**src/rtl/jam_sequencer.sv**
```systemverilog
// Jam-operation sequencer: qualifies jam sensor activity, negotiates the
// hand-over with the normal-mode controller over jam_req/normal_ack, drives
// the jam unit (enable, start, rotate) and returns control once all roads
// have stayed clear, passing through an all-red drain interval.
module jam_sequencer #(
   parameter int DETECT_CYCLES  = 8,
   parameter int GREEN_CYCLES   = 16,
   parameter int CLEAR_CYCLES   = 8,
   parameter int ALL_RED_CYCLES = 4,
   parameter int CNT_W          = 8
) (
   input  logic             clk,
   input  logic             rst,
   input  logic             jam_enable,
   input  logic             jam_sensor_0,
   input  logic             jam_sensor_1,
   input  logic             jam_sensor_2,
   input  logic             jam_sensor_3,
   input  logic             normal_ack,
   output logic             jam_req,
   output logic             jam_op_en,
   output logic             jam_start,
   output logic             jam_rotation,
   output logic             jam_mode,
   output logic [CNT_W-1:0] rotation_count
);

   typedef enum logic [2:0] {
      S_NORMAL = 3'd0,
      S_REQ    = 3'd1,
      S_START  = 3'd2,
      S_SERVE  = 3'd3,
      S_DRAIN  = 3'd4
   } state_t;

   // Terminal values of the counters: each counter runs 0..LAST.
   localparam logic [CNT_W-1:0] DET_LAST = CNT_W'(DETECT_CYCLES - 1);
   localparam logic [CNT_W-1:0] GRN_LAST = CNT_W'(GREEN_CYCLES - 1);
   localparam logic [CNT_W-1:0] CLR_LAST = CNT_W'(CLEAR_CYCLES - 1);
   localparam logic [CNT_W-1:0] RED_LAST = CNT_W'(ALL_RED_CYCLES - 1);

   state_t           state;
   logic [CNT_W-1:0] detect_cnt;
   logic [CNT_W-1:0] green_cnt;
   logic [CNT_W-1:0] clear_cnt;
   logic [CNT_W-1:0] drain_cnt;
   logic             any_jam;
   logic             green_wrap;
   logic             serve_exit;

   // Saturating increment: the rotation counter sticks at all-ones.
   function automatic logic [CNT_W-1:0] sat_inc(input logic [CNT_W-1:0] v);
      return (&v) ? v : v + CNT_W'(1);
   endfunction

   // Sensor OR plus the green-period wrap and serve-exit decisions.
   always_comb begin
      any_jam    = jam_sensor_0 | jam_sensor_1 | jam_sensor_2 | jam_sensor_3;
      green_wrap = (green_cnt == GRN_LAST);
      // Exit has priority over a rotation landing on the same edge.
      serve_exit = !jam_enable || (!any_jam && (clear_cnt == CLR_LAST));
   end

   // Sequencer FSM with registered outputs and counters.
   always_ff @(posedge clk) begin
      if (rst) begin
         state          <= S_NORMAL;
         jam_req        <= 1'b0;
         jam_op_en      <= 1'b0;
         jam_start      <= 1'b0;
         jam_rotation   <= 1'b0;
         jam_mode       <= 1'b0;
         rotation_count <= '0;
         detect_cnt     <= '0;
         green_cnt      <= '0;
         clear_cnt      <= '0;
         drain_cnt      <= '0;
      end else begin
         jam_start    <= 1'b0;
         jam_rotation <= 1'b0;
         case (state)
            S_NORMAL: begin
               jam_req   <= 1'b0;
               jam_op_en <= 1'b0;
               jam_mode  <= 1'b0;
               if (any_jam && jam_enable) begin
                  if (detect_cnt == DET_LAST) begin
                     state      <= S_REQ;
                     jam_req    <= 1'b1;
                     detect_cnt <= '0;
                  end else begin
                     detect_cnt <= detect_cnt + CNT_W'(1);
                  end
               end else begin
                  detect_cnt <= '0;
               end
            end
            S_REQ: begin
               // Abort beats an acknowledge on the same edge.
               if (!jam_enable || !any_jam) begin
                  state      <= S_NORMAL;
                  jam_req    <= 1'b0;
                  detect_cnt <= '0;
               end else if (normal_ack) begin
                  state          <= S_START;
                  jam_op_en      <= 1'b1;
                  jam_start      <= 1'b1;
                  jam_mode       <= 1'b1;
                  green_cnt      <= '0;
                  clear_cnt      <= '0;
                  rotation_count <= '0;
               end
            end
            S_START: begin
               // The start cycle already counts toward the first green period.
               state <= S_SERVE;
               if (green_wrap) begin
                  green_cnt      <= '0;
                  jam_rotation   <= 1'b1;
                  rotation_count <= sat_inc(rotation_count);
               end else begin
                  green_cnt <= green_cnt + CNT_W'(1);
               end
            end
            S_SERVE: begin
               if (serve_exit) begin
                  state     <= S_DRAIN;
                  jam_op_en <= 1'b0;
                  jam_mode  <= 1'b0;
                  drain_cnt <= '0;
               end else begin
                  if (green_wrap) begin
                     green_cnt      <= '0;
                     jam_rotation   <= 1'b1;
                     rotation_count <= sat_inc(rotation_count);
                  end else begin
                     green_cnt <= green_cnt + CNT_W'(1);
                  end
                  clear_cnt <= any_jam ? '0 : clear_cnt + CNT_W'(1);
               end
            end
            S_DRAIN: begin
               // jam_req stays high so the normal controller remains parked.
               if (drain_cnt == RED_LAST) begin
                  state      <= S_NORMAL;
                  jam_req    <= 1'b0;
                  drain_cnt  <= '0;
                  detect_cnt <= '0;
               end else begin
                  drain_cnt <= drain_cnt + CNT_W'(1);
               end
            end
            default: begin
               state          <= S_NORMAL;
               jam_req        <= 1'b0;
               jam_op_en      <= 1'b0;
               jam_mode       <= 1'b0;
               rotation_count <= '0;
               detect_cnt     <= '0;
               green_cnt      <= '0;
               clear_cnt      <= '0;
               drain_cnt      <= '0;
            end
         endcase
      end
   end

endmodule
```
**config.mk**
```make
export PLATFORM = sky130hd
export DESIGN_NAME = jam_sequencer
export DESIGN_NICKNAME = d
export VERILOG_FILES = /design/src/rtl/jam_sequencer.sv
export SDC_FILE = /design/constraint.sdc
export NUM_CORES = 1
export LEC_CHECK = 0
export CORE_ASPECT_RATIO = 0.8
export CORE_MARGIN = 8
export CORE_UTILIZATION = 52
export DETAILED_ROUTE_END_ITERATION = 10
export MAX_ROUTING_LAYER = met4
export PLACE_DENSITY = 0.76
export SETUP_SLACK_MARGIN = 0.05
export SLEW_MARGIN = 25
export SYNTH_ARGS = -nofsm -noshare
export SYNTH_HDL_FRONTEND = slang
export SYNTH_SLANG_ARGS = --single-unit
```
**constraint.sdc**
```tcl
create_clock -name clk -period 2.3 [get_ports clk]
set_clock_uncertainty 0.1 [all_clocks]
set_input_delay 0.46 -clock clk [delete_from_list [all_inputs] [get_ports clk]]
set_output_delay 0.46 -clock clk [all_outputs]
set_load 0.05 [all_outputs]
```
==> results.cfg <==
[hold_path]
hp-class = reg2reg
hold_path_depth = 1

[power_and_ir_drop]
combPwrFrac = 0.203
seq_power_share = 0.519
p_int_uw = 1190
vdd.ir_drop.worst_v = 0.000395
p_sw_uw = 467
finalPower_uw = 1650
p_clk_frac = 0.278
powerDensity_mw_per_mm2 = 525
swShare = 0.283
p_leak_uw = 0.00113

[final_layout]
drive_gt1_frac = 0.172
finish.instance_area_mm2 = 0.00315
diodes = 0
fin_util = 0.681
finalNetCount = 362
instances_no_fill = 408
areaGrowthSynthToFinish_pct = 24.7

[clocking]
root_buffer = clkbuf_8
numCtsBuffers = 5
cts_sinks = 47
htreeDepth = 2
cts_tree = done
cts_setup_buffers = 0
cts_max_path_buffers = 2
clock_latency_ns = 0.30
hold_buffers = 0
clkSlewWorstSetupHoldPaths_ns = 0.08

[timing]
drv_slew = 0
slew-limit-headroom = 0.660
setup_violations = 0
hold_viol = 0
fin_tns_setup_ns = 0
min_period_ns = 2.18
tightest_slew_ns = 0.508
max_freq_mhz = 459
post-route-period-util = 0.948

[floorplanning]
initial_core_util = 0.546
dieHeight_um = 78.3
rows = 22
top_level_ports = 21
die_w_um = 93.9
die_area_mm2 = 0.00736
core_area_mm2 = 0.00462

[critical_path]
reg2regPathDepth = 7
crit_path_end_kind = flip-flop
r2r-end = detect_cnt[4]
regToRegSetupSlack_ns = 0.15
required_ns = 2.42
endpoint = clear_cnt[7]
cp-startpoint = jam_sensor_0
startpoint_type = input port
crit_type = in2reg
worstPathArrival_ns = 2.30
path_max_fanout = 7
rr_startpoint = drain_cnt[1]

[routing]
postRouteAntennaNets = 0
routed_wl_mm = 6.02
post_drt_wl_per_cell_um = 14.8
drt_iter0_drc = 117
drc = 0
routed_via_density = 5.96
dr.pass1.iters = 4
via_count = 2432

[global_routing]
track_usage = 0.172
grt_pass1_wl_mm = 10.2
grt_max_degree = 24
grt_pass1_vias = 2258
antenna_found_initial = 0
grt_overflow_total = 0

[flow_run]
maxCapViolations = 0

[synth]
synth_most_common_cell = dfxtp_1
syn-num-nets = 316
async_flop_share = 0
yosys_warnings = 0
netlist_area_mm2 = 0.00253
synth_common_cells = 47 x dfxtp_1, 26 x nor2_1, 24 x a21oi_1, 24 x nand2_1, 18 x nand3_1
synth-edff-count = 0
syn_avg_cell_area_um2 = 8.34
yosys.area.top_type = dfxtp_1
synthCells = 303
ys.flop_type = dfxtp_1
synth_top_area_share = 0.372
synth_seq_area_share = 0.372
synthTopCellsByArea = dfxtp_1 37%, a21oi_1 4.8%, nor2_1 3.9%, nand3_1 3.6%, nand2_1 3.6%
synthDistinctLibCells = 58
ys_ff_latch = 47

[placement]
place_area_mm2 = 0.00300
port_buffers = 20
dp_cells = 402
dp_hpwl_mm = 4.33
gp_congestion = 0.827

[status]
run_status = finished clean
repair_timing:
item / in CTS / in global routing
pin swaps: 3 / 3
gates resized for setup: 15 / 3
cloned: 0 / 0
endpoints found under the setup margin: 27 / 18
logic make-up after synthesis:
kind of cell             Yosys count  synth area share
AO/OA/AOI/OAI                     83             0.224
XOR/XNOR                          11            0.0381
adder cells (fa/ha/maj)            5            0.0248
buffers and inverters             23            0.0401
flip-flops                        47             0.372
multiplexers                       4            0.0163
AND/OR/NAND/NOR                  130             0.284
registers in the layout, indices dropped and copies added, names as in the netlist:
| name | flops |
|---|---|
| clear_cnt | 8 |
| detect_cnt | 8 |
| drain_cnt | 8 |
| green_cnt | 8 |
| jam_mode | 1 |
| jam_req | 1 |
| jam_rotation | 1 |
| jam_start | 1 |
| rotation_count | 8 |
| state | 3 |
per-stage QoR:
step | setup WS, ns | hold WS (ns)
after floorplan | 0.0552 | 0.333
after global routing | -0.00277 | 0.409
final | 0.119 | 0.373
after detailed placement | -0.523 | 0.363
after CTS | 0.0936 | 0.374
after global placement | -0.438 | 0.345
power groups by stage:
stage                     Combinational [µW]  Clock (µW)  Sequential (µW)
final                                    335         460              858
after global routing                     365         501              859
after CTS                                332         476              857
after detailed placement                 321           0              873
after global placement                   314           0              871
after floorplan                          195           0              873
critical path, stage by stage:
cell           delay, ns
dlygate4sd2_1       0.25
or4_4               0.52
buf_8               0.16
nor4b_4             0.25
a21boi_4            0.32
a41oi_2             0.15
a31oi_1             0.18
worst min-delay path by stage:
stage	start	to	slack [ns]
3_3_place_gp	clear_cnt[7]	clear_cnt[7]	0.35
2_1_floorplan	clear_cnt[7]	clear_cnt[7]	0.33
4_1_cts	green_cnt[7]	green_cnt[7]	0.37
6_report	green_cnt[7]	green_cnt[7]	0.37
5_1_grt	detect_cnt[1]	detect_cnt[1]	0.41
3_5_place_dp	green_cnt[7]	green_cnt[7]	0.36
metal layers:
layer | track usage | up-vias | wire, µm
li1 | - | 1205 | -
met1 | 0.213 | 1156 | 2800
met2 | 0.270 | 59 | 2820
met3 | 0.0371 | 12 | 293
met4 | 0.0600 | 0 | 112
met5 | - | - | 0
cell type report:
type | instances | area, µm²
Inverter | 8 | 30.0
Sequential cell | 47 | 941
Tap cell | 60 | 75.1
Timing Repair Buffer | 54 | 472
Fill cell | 384 | 1470
Multi-Input combinational cell | 233 | 1560
Clock buffer | 6 | 72.6
placed cells by master (no fill, tap or decap), types with 3 or more instances in the layout:
master / netlist / final
xnor2_1: 6 / 6
inv_1: 8 / 8
a31oi_1: 8 / 8
or4_1: 4 / 3
buf_4: 2 / 32
dfxtp_1: 47 / 47
nand4_1: 4 / 4
and3_1: 10 / 10
or2_2: 3 / 3
a21o_1: 4 / 4
ha_1: 5 / 5
o22ai_1: 3 / 3
nor4_1: 3 / 3
nand2b_1: 9 / 9
clkdlybuf4s50_1: 0 / 16
nor2b_1: 5 / 5
o21ai_1: 5 / 5
a21oi_1: 24 / 24
mux2i_1: 3 / 3
a211oi_1: 4 / 3
nand3_1: 18 / 18
nor3_1: 6 / 6
nand2_1: 24 / 23
o21ai_0: 9 / 9
xor2_1: 5 / 5
or3_1: 3 / 3
clkbuf_8: 0 / 5
nor2_1: 26 / 26
dlygate4sd2_1: 0 / 3
o31ai_1: 4 / 4
Power figures use the tool's default switching activity.
